==> src/rtl/wb_port_arbiter.sv <==
// Register-file write-port arbiter: the ALU has priority, load returns are buffered
// in an in-order FIFO, and a starvation counter forces the FIFO through.
module wb_port_arbiter #(
  parameter int unsigned FIFO_DEPTH   = 4,
  parameter int unsigned STARVE_LIMIT = 3,
  localparam int unsigned CNT_W       = $clog2(FIFO_DEPTH + 1)
) (
  input  logic             clk,
  input  logic             rst,
  input  logic             alu_valid,
  input  logic [3:0]       alu_dst,
  input  logic [15:0]      alu_data,
  input  logic             ld_valid,
  output logic             ld_ready,
  input  logic [3:0]       ld_dst,
  input  logic [15:0]      ld_data,
  output logic [3:0]       DstReg,
  output logic [15:0]      DstData,
  output logic             WriteReg,
  output logic             alu_stall,
  output logic [15:0]      pending_mask,
  output logic [CNT_W-1:0] fifo_count,
  output logic             proto_err
);

  localparam int unsigned PTR_W = $clog2(FIFO_DEPTH);
  localparam int unsigned SC_W  = $clog2(STARVE_LIMIT + 1);

  logic [3:0]       fifo_dst_q  [FIFO_DEPTH];
  logic [15:0]      fifo_data_q [FIFO_DEPTH];
  logic [PTR_W-1:0] rd_ptr_q, rd_ptr_d;
  logic [PTR_W-1:0] wr_ptr_q, wr_ptr_d;
  logic [CNT_W-1:0] count_q, count_d;
  logic [SC_W-1:0]  starve_q, starve_d;
  logic             proto_err_q, proto_err_d;
  logic             wr_en_q, wr_en_d;
  logic [3:0]       dst_q, dst_d;
  logic [15:0]      data_q, data_d;

  logic             push;
  logic             pop;
  logic             fifo_empty;
  logic [PTR_W-1:0] offs;
  logic [15:0]      pend;

  assign fifo_empty = (count_q == '0);
  assign ld_ready   = !rst && (count_q < CNT_W'(FIFO_DEPTH));
  assign alu_stall  = (count_q == CNT_W'(FIFO_DEPTH)) || (starve_q >= SC_W'(STARVE_LIMIT));
  assign push       = ld_valid && ld_ready;
  assign pop        = !alu_valid && !fifo_empty;

  // Winner selection, FIFO bookkeeping and starvation tracking
  always_comb begin
    rd_ptr_d    = rd_ptr_q;
    wr_ptr_d    = wr_ptr_q;
    count_d     = count_q;
    starve_d    = starve_q;
    proto_err_d = proto_err_q;
    wr_en_d     = 1'b0;
    dst_d       = dst_q;
    data_d      = data_q;

    if (alu_valid) begin
      wr_en_d = (alu_dst != 4'd0);
      dst_d   = alu_dst;
      data_d  = alu_data;
    end else if (pop) begin
      wr_en_d  = (fifo_dst_q[rd_ptr_q] != 4'd0);
      dst_d    = fifo_dst_q[rd_ptr_q];
      data_d   = fifo_data_q[rd_ptr_q];
      rd_ptr_d = rd_ptr_q + PTR_W'(1);
    end

    if (push) wr_ptr_d = wr_ptr_q + PTR_W'(1);
    count_d = count_q + CNT_W'(push) - CNT_W'(pop);

    if (fifo_empty || pop) begin
      starve_d = '0;
    end else if (alu_valid && (starve_q < SC_W'(STARVE_LIMIT))) begin
      starve_d = starve_q + SC_W'(1);
    end

    if (alu_valid && alu_stall) proto_err_d = 1'b1;
  end

  always_ff @(posedge clk or posedge rst) begin
    if (rst) begin
      rd_ptr_q    <= '0;
      wr_ptr_q    <= '0;
      count_q     <= '0;
      starve_q    <= '0;
      proto_err_q <= 1'b0;
      wr_en_q     <= 1'b0;
      dst_q       <= '0;
      data_q      <= '0;
    end else begin
      rd_ptr_q    <= rd_ptr_d;
      wr_ptr_q    <= wr_ptr_d;
      count_q     <= count_d;
      starve_q    <= starve_d;
      proto_err_q <= proto_err_d;
      wr_en_q     <= wr_en_d;
      dst_q       <= dst_d;
      data_q      <= data_d;
    end
  end

  // Payload storage; validity is tracked solely by the pointers and count
  always_ff @(posedge clk) begin
    if (push) begin
      fifo_dst_q[wr_ptr_q]  <= ld_dst;
      fifo_data_q[wr_ptr_q] <= ld_data;
    end
  end

  // Slot i is live when its distance from the read pointer is below the occupancy
  always_comb begin
    pend = '0;
    offs = '0;
    for (int i = 0; i < FIFO_DEPTH; i++) begin
      offs = PTR_W'(i) - rd_ptr_q;
      if (CNT_W'(offs) < count_q) pend[fifo_dst_q[i]] = 1'b1;
    end
    pend[0] = 1'b0;
  end

  assign pending_mask = pend;
  assign fifo_count   = count_q;
  assign proto_err    = proto_err_q;
  assign WriteReg     = wr_en_q;
  assign DstReg       = dst_q;
  assign DstData      = data_q;

endmodule

==> config.mk <==
export PLATFORM = sky130hd
export DESIGN_NAME = wb_port_arbiter
export DESIGN_NICKNAME = d
export VERILOG_FILES = /design/src/rtl/wb_port_arbiter.sv
export SDC_FILE = /design/constraint.sdc
export NUM_CORES = 1
export LEC_CHECK = 0
export CAP_MARGIN = 20
export CORE_ASPECT_RATIO = 0.9
export CORE_MARGIN = 1.5
export CORE_UTILIZATION = 43
export CTS_CLUSTER_SIZE = 40
export DETAILED_ROUTE_END_ITERATION = 10
export DONT_BUFFER_PORTS = 1
export GPL_ROUTABILITY_DRIVEN = 1
export PLACE_DENSITY = 0.61
export SKIP_LAST_GASP = 1
export SYNTH_ARGS = -nofsm -noshare
export SYNTH_HDL_FRONTEND = slang
export SYNTH_SLANG_ARGS = --single-unit
==> constraint.sdc <==
create_clock -name clk -period 2.4 [get_ports clk]
set_clock_uncertainty 0.15 [all_clocks]
set_input_delay 0.24 -clock clk [delete_from_list [all_inputs] [get_ports clk]]
set_output_delay 0.24 -clock clk [all_outputs]
set_load 0.05 [all_outputs]
== Yosys cells after proc, flatten, opt, wreduce, memory -nomap -nowiden ==
Memory sizes are Yosys's and may differ from the RTL's.
Cells that the tools add are included.
Widths: inputs -> output; s select.

* Input port bits: 44
* Register bits after elaboration: 31
* Output and inout bits: 43
* Memories kept: 2
* RAM bits: 80
* Logic and storage cells: 81

{| class="wikitable"
|+ Memories
! name !! words !! width !! read ports !! clocked after memory_dff !! write ports !! RTL line !! text
|-
| fifo_data_q || 4 || 16 || 1 || 0 || 1 || 30 || <nowiki>logic [15:0] fifo_data_q [FIFO_DEPTH];</nowiki>
|-
| fifo_dst_q || 4 || 4 || 5 || 0 || 1 || 29 || <nowiki>logic [3:0] fifo_dst_q [FIFO_DEPTH];</nowiki>
|}

* Equality and inequality tests: 1
* Bitwise operators: 4
* Reduce and logical (&&, ||, !) cells: 20
* Add/sub/neg operators: 9
* Magnitude comparators: 15
* Muxes and demuxes: 22

{| class="wikitable"
|+ Operators with widths
! cell !! count
|-
| $mux 16 || 6
|-
| $or 16x16->16 || 3
|-
| $lt 4x5->1 const B || 4
|-
| $demux 1 s4 || 4
|-
| $ge 4x1->1 const B || 4
|-
| $lt 2x3->1 || 4
|-
| $logic_and 1x1->1 || 9
|-
| $mux 1 || 8
|-
| $mux 4 || 2
|-
| $reduce_bool 4->1 || 2
|-
| $add 2x1->2 const B || 3
|-
| $mux 2 || 2
|-
| $reduce_bool 2->1 || 2
|-
| $sub 1x2->2 const A || 2
|-
| $sub 2x2->2 const A || 2
|-
| $add 3x1->3 || 1
|-
| $eq 3x3->1 const B || 1
|-
| $logic_not 1->1 || 3
|-
| $logic_not 3->1 || 1
|-
| $lt 3x3->1 const B || 1
|-
| $sub 3x1->3 || 1
|-
| $ge 2x2->1 const B || 1
|-
| $logic_or 1x1->1 || 2
|-
| $lt 2x2->1 const B || 1
|-
| 2 further kinds || 2
|}

== Logic depth before layout (Yosys ltp) ==
Gate-level depths: netlist (run 1).
An unclocked memory read counts as a cell.

* Depth after elaboration: 12
* Gate-level depth with buffers: 10
* Mapped depth without buffers: 8

== Least setup slack after synthesis (run 1) ==
No wires, ideal clock.

* Path type: register to output
* From: register rd_ptr_q[1]
* To: output pending_mask[14]
* Data required time: 2010 ps
* Arrival: 3383 ps
* Cell stages (with the launch flop): 10
* Slack: -1373 ps
* Path buffers: 3
* Cells stage by stage: dfrtp_1 -> buf_6 -> clkbuf_8 -> clkbuf_8 -> xnor2_1 -> inv_1 -> ha_1 -> a21oi_1 -> o21ai_1 -> o311ai_0

* Longest elaborated chain between the ends: 9
* Elaborated cells between the ends (all ways): 15
* Those cells by class: add/sub: 4; order compare: 4; mux: 4; bitwise: 3

{| class="wikitable"
|+ Ends and longest elaborated chain
! element !! RTL line !! text
|-
| from (decl) || 31 || <nowiki>logic [PTR_W-1:0] rd_ptr_q, rd_ptr_d;</nowiki>
|-
| from (signal assigned) || 97 || <nowiki>rd_ptr_q <= rd_ptr_d;</nowiki>
|-
| $sub 1x2->2 || 121 || <nowiki>offs = PTR_W'(i) - rd_ptr_q;</nowiki>
|-
| $lt 2x3->1 || 122 || <nowiki>if (CNT_W'(offs) < count_q) pend[fifo_dst_q[i]] = 1'b1;</nowiki>
|-
| $mux 16 || 122 ||
|-
| $or 16x16->16 (no source line) || n/a ||
|-
| $mux 16 || 122 ||
|-
| $or 16x16->16 (no source line) || n/a ||
|-
| $mux 16 || 122 ||
|-
| $or 16x16->16 (no source line) || n/a ||
|-
| $mux 16 (*) || 122 ||
|-
| to (decl) || 21 || <nowiki>output logic [15:0] pending_mask,</nowiki>
|}

Mark *: on every way between the ends. The rest lies on a longest branch, timed or not.

== Worst setup path after layout (run 1) ==
* From: register rd_ptr_q[1]
* To: output pending_mask[11]

The elaborated chain is that of the path after synthesis.

==> results of run 1 <==
area by class of cell:
type	instances	area [um^2]	share of cell area, %
clock buffer	14	305	4.60
tap	160	200	3.01
inverter	10	37.5	0.565
timing repair buffer	80	774	11.7
multi-input combinational	218	2130	32.0
sequential	111	3180	47.9
clock inverter	2	17.5	0.264
registers in the layout, summed over array words and instances, names as in the netlist, 2 cells and up:
signal	flops
DstData	16
DstReg	4
wr_ptr_q	2
fifo_dst_q	16
fifo_data_q	64
starve_q	2
fifo_count	3
rd_ptr_q	2
synth_stat cells, types with 8 or more instances:
library cell / count
sky130_fd_sc_hd__mux4_1: 9
sky130_fd_sc_hd__mux4_2: 11
sky130_fd_sc_hd__edfxtp_1: 80
sky130_fd_sc_hd__nand2_1: 34
sky130_fd_sc_hd__o211ai_1: 8
sky130_fd_sc_hd__ha_1: 11
sky130_fd_sc_hd__a22oi_1: 12
sky130_fd_sc_hd__dfrtp_1: 31
sky130_fd_sc_hd__inv_1: 10
sky130_fd_sc_hd__nand3_1: 10
sky130_fd_sc_hd__o21ai_0: 18
sky130_fd_sc_hd__mux2i_1: 21
sky130_fd_sc_hd__nor2_1: 13
metal layers:
layer	part of all wire, %	global-route usage (%)	wire length [um]
met5	0	0	0
met4	2.0	8.25	240
met3	4.7	3.92	559
met2	50	33.1	5890
met1	44	25.1	5170
through the flow:
step	power, mW	hold slack [ns]	utilization, %	TNS [ns]	cells
after CTS	7.58	0.0583	54.6	-3.38	590
after global placement	5.75	-0.0596	47.3	0	528
final	7.70	0.0594	55.5	-3.11	595
after global routing	8.12	0.0844	55.5	-4.85	595
after detailed placement	5.78	-0.0585	47.3	0	528
after floorplan	5.21	0.189	-	-4.83	355
critical path, stage by stage (launching register included):
cell                       delay (ns)
sky130_fd_sc_hd__dfrtp_2         0.40
sky130_fd_sc_hd__inv_1           0.06
sky130_fd_sc_hd__ha_1            0.28
sky130_fd_sc_hd__a21boi_1        0.13
sky130_fd_sc_hd__o21a_2          0.30
sky130_fd_sc_hd__nor3b_4         0.28
sky130_fd_sc_hd__a22oi_1         0.13
sky130_fd_sc_hd__o211ai_1        0.14
sky130_fd_sc_hd__buf_4           0.24
cells by family after synthesis:
family                   after synthesis  synth area share (%)
adder cells (fa/ha/maj)               12                  3.00
buffers and inverters                 26                  4.10
other                                  1                0.0714
XOR/XNOR                               7                  1.17
multiplexers                          41                  13.2
flip-flops                           111                  60.5
AO/OA/AOI/OAI                         64                  8.36
AND/OR/NAND/NOR                       93                  9.60
power breakdown:
group | total [mW] | internal, mW | switching (mW)
sequential | 3.03 | 2.36 | 0.669
combinational | 3.14 | 1.40 | 1.74
clock | 1.53 | 0.887 | 0.647
final timing paths:
kind                             startpoint          endpoint  cells past startpoint
worst max-delay path            rd_ptr_q[1]  pending_mask[11]                      8
min in group asynchronous               rst       starve_q[0]                      2
worst max register to register  rd_ptr_q[0]        DstData[5]                      5
max in group asynchronous               rst       DstData[12]                      3
worst min-delay path              alu_valid        DstData[7]                      2
worst min register to register  starve_q[1]       starve_q[1]                      2
timing repair:
action	4_1_cts	5_1_grt
hold endpoints to repair	137	0
pin swaps	12	18
gates cloned	0	0
endpoints found under the setup margin	15	15
buffers inserted	2	5
gates resized for setup	19	12
hold buffers	44	0
layout by cell type (no fill, tap or decap), types with 9 or more instances in the layout:
cell type                       netlist  final
sky130_fd_sc_hd__dfrtp_1             31     28
sky130_fd_sc_hd__mux4_1               9      9
sky130_fd_sc_hd__nand2_1             34     29
sky130_fd_sc_hd__mux2i_1             21     21
sky130_fd_sc_hd__nor2_1              13     11
sky130_fd_sc_hd__dlygate4sd3_1        0     43
sky130_fd_sc_hd__edfxtp_1            80     80
sky130_fd_sc_hd__clkbuf_16            0     10
sky130_fd_sc_hd__o21ai_0             18     18
sky130_fd_sc_hd__mux4_2              11     11
sky130_fd_sc_hd__buf_4                1     31
==> impl_metrics.tcl, run 1 <==
set metrics [dict create \
    count_of_input_and_output_buffers 0 \
    setup_slack_of_the_critical_path_after_layout_ns -0.284 \
    worstSetupEndpointType "output port" \
    placeableCoreArea_um2 12000 \
    postPlaceCellArea_um2 5660 \
    synth_top_flop_cell "sky130_fd_sc_hd__edfxtp_1" \
    vias 3254 \
    cts.root.buffer_cell "sky130_fd_sc_hd__clkbuf_16" \
    ctsHtreeMaxLevel 3 \
    setup_repair_after_global_routing_missed_its_margin "yes" \
    worst-endpoint-arrival_ns 2.29 \
    grt_pass1_vias 3438 \
    tritoncts "built" \
    power.static_leakage_nw 2.43 \
    synth.area.top_cells "sky130_fd_sc_hd__edfxtp_1 46%, sky130_fd_sc_hd__dfrtp_1 15%, sky130_fd_sc_hd__mux4_2 4.7%" \
    area_share_of_the_largest_cell_type_after_synthesis_pct 45.7 \
    timing.critical_path.fanout_max 4 \
    achievable-frequency_mhz 373 \
    number_of_sinks_driven_by_the_clock_tree 111 \
    layout_min_cycle_time_ns 2.68 \
    grt_first_pass_wirelength_mm 19.0 \
    clock_latency_ns 0.34 \
    worstHoldPathType "primary input to flip-flop" \
    grt_max_degree 46 \
    synth-edff-count 80 \
    ys.warnings.count 0 \
    ys_async_sr_fraction_pct 27.9 \
    yosysSeqAreaShare_pct 60.5 \
    drtAntennaViolNets 0 \
    number_of_synthesized_register_bits 111 \
    num_rows 38 \
    drv_cap 0 \
    vias_per_cell 5.47 \
    die_height_um 108 \
    timing_worst_slew_pin_value_ns 0.545 \
    cts_made_buffers 9 \
    postRouteWirelength_mm 11.9 \
    layout-area-overhead-vs-synth_pct 26.5 \
    critPathRequiredTime_ns 2.01 \
    setup.worst_path.class "flip-flop to output port" \
    postLayoutCellArea_um2 6640 \
    number_of_antenna_violations_at_the_first_check_in_global_routing 0 \
    initial_cell_density_of_the_core_pct 43.8 \
    drt_iter0_markers 186 \
    fill_cells 1000 \
    hpwlAfterDp_mm 8.07 \
    report.final.setup_viol 15 \
    synthesis.nets 411 \
    max_slew_margin_pct 63.6 \
    gp_congestion 0.879 \
    io_pins 87 \
    reg2reg_slack_ns 0.09 \
    clkSlewWorstSetupHoldPaths_ns 0.07 \
    num-nets-final 486 \
    crit_path_start_kind "flip-flop" \
    outcome "finished, violations left" \
    grt-ovfl-total 0 \
    power_density_nw_per_um2 1160 \
    netlist-cell-type-count 56 \
    period_share_pct 112 \
    diode_count 0 \
    violations "setup timing" \
    synth_top_area_cell "sky130_fd_sc_hd__edfxtp_1" \
    drv_slew 0 \
    die_area_um2 12900 \
    post-place-ws_ns 0.0267 \
    irDropWorstVdd_uv 467 \
    die-width_um 120 \
    drcViolationCount 0 \
    synth_cells 355 \
    wire_per_inst_um 19.9 \
    grt_use_total_pct 19.7 \
    dr.pass1.iters 4 \
    cts_buffer_depth 2 \
    final_hold_viol_count 0 \
    syn-cell-area_um2 5250 \
    final_layout_size_suffix_gt1_share_pct 27.6 \
    synthesis.area_per_instance_um2 14.8 \
]
No activity file was read; power rests on OpenSTA's default activity.
==> inputs of run 2 (changes only) <==
--- a/config.mk
+++ b/config.mk
@@ -5,6 +5,8 @@
 export SDC_FILE = /design/constraint.sdc
 export NUM_CORES = 1
 export LEC_CHECK = 0
+export ABC_AREA = 1
+export ABC_CLOCK_PERIOD_IN_PS = 2400
 export CAP_MARGIN = 20
 export CORE_ASPECT_RATIO = 0.9
 export CORE_MARGIN = 1.5
==> impl_metrics.tcl, run 2 <==
set metrics [dict create \
    met2WireLength_mm 6.43 \
    clkSlewWorstSetupHoldPaths_ns 0.08 \
    gp_congestion 0.938 \
    drcViolationCount 0 \
    worst-endpoint-arrival_ns 2.01 \
    placeableCoreArea_um2 12200 \
    worstSetupEndpointType "output port" \
    violations "setup timing" \
    num-nets-final 711 \
    timing.critical_path.fanout_max 7 \
    die-width_um 121 \
    yosysSeqAreaShare_pct 58.9 \
    layout-area-overhead-vs-synth_pct 24.4 \
    report.final.setup_viol 1 \
    drv_cap 0 \
    synth-edff-count 80 \
    post-place-ws_ns 0.110 \
    final.hold.worst_slack_ns 0.0207 \
    grt_first_pass_wirelength_mm 21.7 \
    cts.root.buffer_cell "sky130_fd_sc_hd__clkbuf_16" \
    grt_use_total_pct 21.7 \
    number_of_sinks_driven_by_the_clock_tree 111 \
    power_density_nw_per_um2 1200 \
    hpwlAfterDp_mm 9.39 \
    num_rows 38 \
    clock_power_share_pct 17.8 \
    p_int_mw 4.35 \
    max_slew_margin_pct 51.6 \
    setup.worst_path.class "flip-flop to output port" \
    final_core_util_pct 55.2 \
    critPathRequiredTime_ns 2.01 \
    outcome "finished, violations left" \
    commonest_cells_after_routing_fill_and_taps_aside "193 x sky130_fd_sc_hd__nand2_1, 80 x sky130_fd_sc_hd__edfxtp_1, 56 x sky130_fd_sc_hd__inv_1" \
    crit_path_start_kind "flip-flop" \
    period_share_pct 100 \
    synth.area.top_cells "sky130_fd_sc_hd__edfxtp_1 45%, sky130_fd_sc_hd__dfrtp_1 14%, sky130_fd_sc_hd__nand2_1 14%" \
    netlist-cell-type-count 31 \
    layout_commonest_cell "sky130_fd_sc_hd__nand2_1" \
    vias 4288 \
    ys.warnings.count 0 \
    post_layout_nonfiller_instances 820 \
    final_hold_viol_count 0 \
    routedLengthMet1_mm 6.16 \
    initial_cell_density_of_the_core_pct 44.3 \
    fin_setup_tns_ns -0.00245 \
    area_share_of_the_largest_cell_type_after_synthesis_pct 44.5 \
    tritoncts "built" \
    cts_buffer_depth 2 \
    wire_per_inst_um 17.0 \
    total_power_mw 8.07 \
    largest-register "fifo_data_q" \
    synth_top_flop_cell "sky130_fd_sc_hd__edfxtp_1" \
    power_frac_comb_pct 42.3 \
    p_seq_share_pct 39.9 \
    setup_repair_after_global_routing_missed_its_margin "yes" \
    power.static_leakage_nw 2.84 \
    number_of_flip_flops_under_the_largest_register_name 64 \
    synth_top_area_cell "sky130_fd_sc_hd__edfxtp_1" \
    switching_power_mw 3.72 \
    ys_async_sr_fraction_pct 27.9 \
    grt_max_degree 32 \
    irDropWorstVdd_uv 659 \
    setup_slack_of_the_critical_path_after_layout_ns -0.00245 \
    synthesis.nets 636 \
    worstHoldPathType "primary input to flip-flop" \
    drt_iter0_markers 421 \
    dp.cells 764 \
    dr.pass1.iters 5 \
    achievable-frequency_mhz 416 \
    postLayoutCellArea_um2 6720 \
    synth_cells 580 \
    io_pins 87 \
    timing_worst_slew_pin_value_ns 0.723 \
    netSwitchingFraction_pct 46.1 \
    number_of_antenna_violations_at_the_first_check_in_global_routing 0 \
    top_layer_used "met4" \
    grt_pass1_vias 4134 \
    synth_top_cells_by_count "198 x sky130_fd_sc_hd__nand2_1, 80 x sky130_fd_sc_hd__edfxtp_1, 59 x sky130_fd_sc_hd__nor2_1" \
    drv_slew 0 \
    number_of_synthesized_register_bits 111 \
    count_of_input_and_output_buffers 0 \
    grt-ovfl-total 0 \
    die_area_um2 13200 \
    vias_per_cell 5.23 \
    diode_count 0 \
    die_height_um 109 \
    postRouteWirelength_mm 13.9 \
    final_layout_size_suffix_gt1_share_pct 15.8 \
    post-synth-top-count-cell "sky130_fd_sc_hd__nand2_1" \
    cts_made_buffers 9 \
    postPlaceCellArea_um2 5830 \
    drtAntennaViolNets 0 \
    route.met3.wl_mm 1.03 \
    syn-cell-area_um2 5400 \
    ctsHtreeMaxLevel 3 \
    clock_latency_ns 0.34 \
    synthesis.area_per_instance_um2 9.31 \
    layout_min_cycle_time_ns 2.40 \
]
run 2: cell count changes after synthesis, moves of 8 or more:
| cell | delta |
|---|---|
| sky130_fd_sc_hd__a21oi_1 | +8 |
| sky130_fd_sc_hd__inv_1 | +48 |
| sky130_fd_sc_hd__mux2i_1 | -21 |
| sky130_fd_sc_hd__mux4_1 | -9 |
| sky130_fd_sc_hd__mux4_2 | -11 |
| sky130_fd_sc_hd__nand2_1 | +164 |
| sky130_fd_sc_hd__nand3_1 | +9 |
| sky130_fd_sc_hd__nand4_1 | +38 |
| sky130_fd_sc_hd__nor2_1 | +46 |
| sky130_fd_sc_hd__o211ai_1 | -8 |
| sky130_fd_sc_hd__o21bai_1 | +8 |
run 2: kinds of logic (layout without fill, tap and decap cells):
logic type	after synthesis	count (layout)	share of synthesized area (%)
other cells	1	1	0.0695
buf+inv	79	159	6.24
flops	111	111	58.9
simple gates	325	325	25.7
compound gates	47	47	5.40
fa+ha+maj	12	12	2.92
xor+xnor	5	5	0.811
run 2: timing repair:
item	in CTS	in global routing
pin swaps	7	8
resized for setup	36	10
hold endpoints to repair	134	0
hold buffers	34	0
cloned	0	1
endpoints found under the setup margin	15	15
buffers inserted	3	2
run 2: cell type report:
type                            count  area [um^2]
Tap cell                          160          200
Sequential cell                   111         3180
Multi-Input combinational cell    390         2020
Clock inverter                      6         57.6
Fill cell                        1087         5460
Timing Repair Buffer               80          783
Clock buffer                       10          229
Inverter                           63          239
run 2: power groups by stage:
stage	Combinational, mW	Sequential, mW	Clock, mW
after floorplan	1.99	3.28	0
after global routing	3.74	3.25	1.52
after detailed placement	2.80	3.25	0
final	3.41	3.22	1.44
after CTS	3.25	3.21	1.46
after global placement	2.77	3.25	0
run 2: path summary, 6_finish.rpt:
kind	startpoint	endpoint	slack [ns]	depth (start not counted)
worst max-delay path	rd_ptr_q[1]	pending_mask[1]	-0.002	8
worst min-delay path	alu_data[6]	DstData[6]	0.02	3
worst max register to register	fifo_count[2]	fifo_count[2]	0.23	8
worst min register to register	starve_q[1]	starve_q[1]	0.41	2
max in group asynchronous	rst	rd_ptr_q[1]	1.45	3
min in group asynchronous	rst	proto_err	0.29	3
run 2: critical path, stage by stage (launching register included):
cell                        delay, ns
sky130_fd_sc_hd__dfrtp_2         0.46
sky130_fd_sc_hd__inv_4           0.08
sky130_fd_sc_hd__ha_4            0.19
sky130_fd_sc_hd__and2_4          0.14
sky130_fd_sc_hd__o21ai_4         0.24
sky130_fd_sc_hd__clkbuf_16       0.19
sky130_fd_sc_hd__nand2_1         0.07
sky130_fd_sc_hd__nand4_1         0.12
sky130_fd_sc_hd__buf_6           0.17
run 2: layer usage:
| metal | GRT usage, % | up-vias |
|---|---|---|
| met5 | 0 | - |
| met4 | 6.72 | 0 |
| met3 | 5.86 | 31 |
| met2 | 34.8 | 173 |
| met1 | 29.0 | 2011 |
| li1 | - | 2073 |
==> inputs of run 3 (changes only) <==
--- a/config.mk
+++ b/config.mk
@@ -11,6 +11,7 @@
 export CORE_ASPECT_RATIO = 0.9
 export CORE_MARGIN = 1.5
 export CORE_UTILIZATION = 43
+export CTS_BUF_LIST = sky130_fd_sc_hd__clkbuf_8 sky130_fd_sc_hd__clkbuf_16
 export CTS_CLUSTER_SIZE = 40
 export DETAILED_ROUTE_END_ITERATION = 10
 export DONT_BUFFER_PORTS = 1
==> impl_metrics.tcl, run 3 (same netlist as run 2, synthesis figures left out) <==
set metrics [dict create \
    groute.layer.met2.usage_pct 34.8 \
    die_area_um2 13200 \
    vias 4303 \
    final_layout_size_suffix_gt1_share_pct 15.8 \
    achievable-frequency_mhz 416 \
    post_layout_nonfiller_instances 820 \
    setup_slack_of_the_critical_path_after_layout_ns -0.00186 \
    violations "setup timing" \
    die_height_um 109 \
    irDropWorstVdd_uv 659 \
    cp_cell_sequence "inv_4 -> ha_4 -> and2_4 -> o21ai_4 -> clkbuf_16 -> nand2_1 -> nand4_1 -> buf_6" \
    number_of_sinks_driven_by_the_clock_tree 111 \
    timing_worst_slew_pin_value_ns 0.722 \
    postPlaceCellArea_um2 5830 \
    grt-ovfl-total 0 \
    power.static_leakage_nw 2.84 \
    ctsHtreeMaxLevel 3 \
    crit_path_start_kind "flip-flop" \
    grt_first_pass_wirelength_mm 21.7 \
    worstSetupEndpointType "output port" \
    grt_pass1_vias 4134 \
    grt_use_total_pct 21.7 \
    period_share_pct 100 \
    grt_use_met1_pct 29.0 \
    number_of_antenna_violations_at_the_first_check_in_global_routing 0 \
    postRouteWirelength_mm 14.0 \
    number_of_flip_flops_under_the_largest_register_name 64 \
    drt_iter0_markers 426 \
    initial_cell_density_of_the_core_pct 44.3 \
    cts_buffer_depth 2 \
    num_rows 38 \
    io_pins 87 \
    die-width_um 121 \
    layout_commonest_cell "sky130_fd_sc_hd__nand2_1" \
    worstSetupStartpoint "rd_ptr_q[1]" \
    largest-register "fifo_data_q" \
    count_of_input_and_output_buffers 0 \
    postLayoutCellArea_um2 6720 \
    power_density_nw_per_um2 1200 \
    num-nets-final 711 \
    diode_count 0 \
    wire_per_inst_um 17.0 \
    tritoncts "built" \
    cts_made_buffers 9 \
    fin_setup_tns_ns -0.00186 \
    drtAntennaViolNets 0 \
    global_route.usage.met3_pct 5.86 \
    grt_busiest_layer "met2" \
    max_slew_margin_pct 51.8 \
    clock_latency_ns 0.34 \
    worstHoldPathType "primary input to flip-flop" \
    final.hold.worst_slack_ns 0.0201 \
    min_from "alu_data[6]" \
    clkSlewWorstSetupHoldPaths_ns 0.08 \
    placeableCoreArea_um2 12200 \
    drcViolationCount 0 \
    critPathRequiredTime_ns 2.01 \
    grt_max_degree 32 \
    dp.cells 764 \
    max_stage_delay_ns 0.46 \
    layout-area-overhead-vs-synth_pct 24.4 \
    vias_per_cell 5.25 \
    dr.pass1.iters 7 \
    setup_repair_after_global_routing_missed_its_margin "yes" \
    worst_path_max_delay_cell "sky130_fd_sc_hd__dfrtp_2" \
    commonest_cells_after_routing_fill_and_taps_aside "193 x sky130_fd_sc_hd__nand2_1, 80 x sky130_fd_sc_hd__edfxtp_1, 57 x sky130_fd_sc_hd__inv_1" \
    regToRegStartpoint "fifo_count[2]" \
    drv_cap 0 \
    setup.worst_path.class "flip-flop to output port" \
    worst-endpoint-arrival_ns 2.01 \
    outcome "finished, violations left" \
    final_hold_viol_count 0 \
    gp_congestion 0.938 \
    cts.root.buffer_cell "sky130_fd_sc_hd__clkbuf_16" \
    hpwlAfterDp_mm 9.39 \
    report.final.setup_viol 1 \
    layout_min_cycle_time_ns 2.40 \
    drv_slew 0 \
    timing.critical_path.fanout_max 7 \
]
[run 3: cell types whose count changed in the layout (fill, tap and decap cells not counted), sizes merged]
cell / change
inv: +1
clkbuf: -1
[run 3: layout make-up]
class                      instances  area [um^2]
inverter                          63          239
sequential                       111         3180
clock inverter                     7         61.3
multi-input combinational        390         2020
timing repair buffer              80          783
clock buffer                       9          225
fill                            1087         5460
tap                              160          200
[run 3: path summary, 6_finish.rpt]
kind	end	slack [ns]	cells past startpoint
worst max-delay path	pending_mask[1]	-0.002	8
worst min-delay path	DstData[6]	0.02	3
worst max register to register	fifo_count[2]	0.23	8
worst min register to register	starve_q[1]	0.41	2
max in group asynchronous	rd_ptr_q[1]	1.46	3
min in group asynchronous	proto_err	0.28	3
[run 3: critical path: cells and delay by family (launching register included)]
kind | cells | cell delay [ns]
AOI/OAI and AO/OA | 1 | 0.24
and+or+nand+nor | 3 | 0.33
DFF | 1 | 0.46
buffers and inverters | 3 | 0.44
adders and majority gates | 1 | 0.19
[run 3: per-layer routing]
| layer | up-vias | part of all wire, % |
|---|---|---|
| li1 | 2070 | - |
| met1 | 2024 | 44 |
| met2 | 176 | 46 |
| met3 | 33 | 7.2 |
| met4 | 0 | 2.3 |
| met5 | - | 0 |
[run 3: metrics by stage]
stage	util [%]	worst slack (ns)	power (mW)
floorplan	-	0.00510	5.27
global placement	47.9	0.199	6.02
detailed placement	47.9	0.110	6.06
CTS	54.5	0.00756	7.92
global route	55.2	-0.0543	8.51
finish	55.2	-0.00186	8.07
[run 3: timing repair]
item	4_1_cts	5_1_grt
gates resized for setup	36	10
buffers inserted	3	2
hold buffers	34	0
endpoints found under the setup margin	15	15
hold endpoints to repair	134	0
pin swaps	7	8
gates cloned	0	1
[run 3: power breakdown]
group,switching [mW],internal [mW],total [mW]
registers,0.817,2.40,3.22
clock network,0.710,0.722,1.43
logic,2.19,1.22,3.42
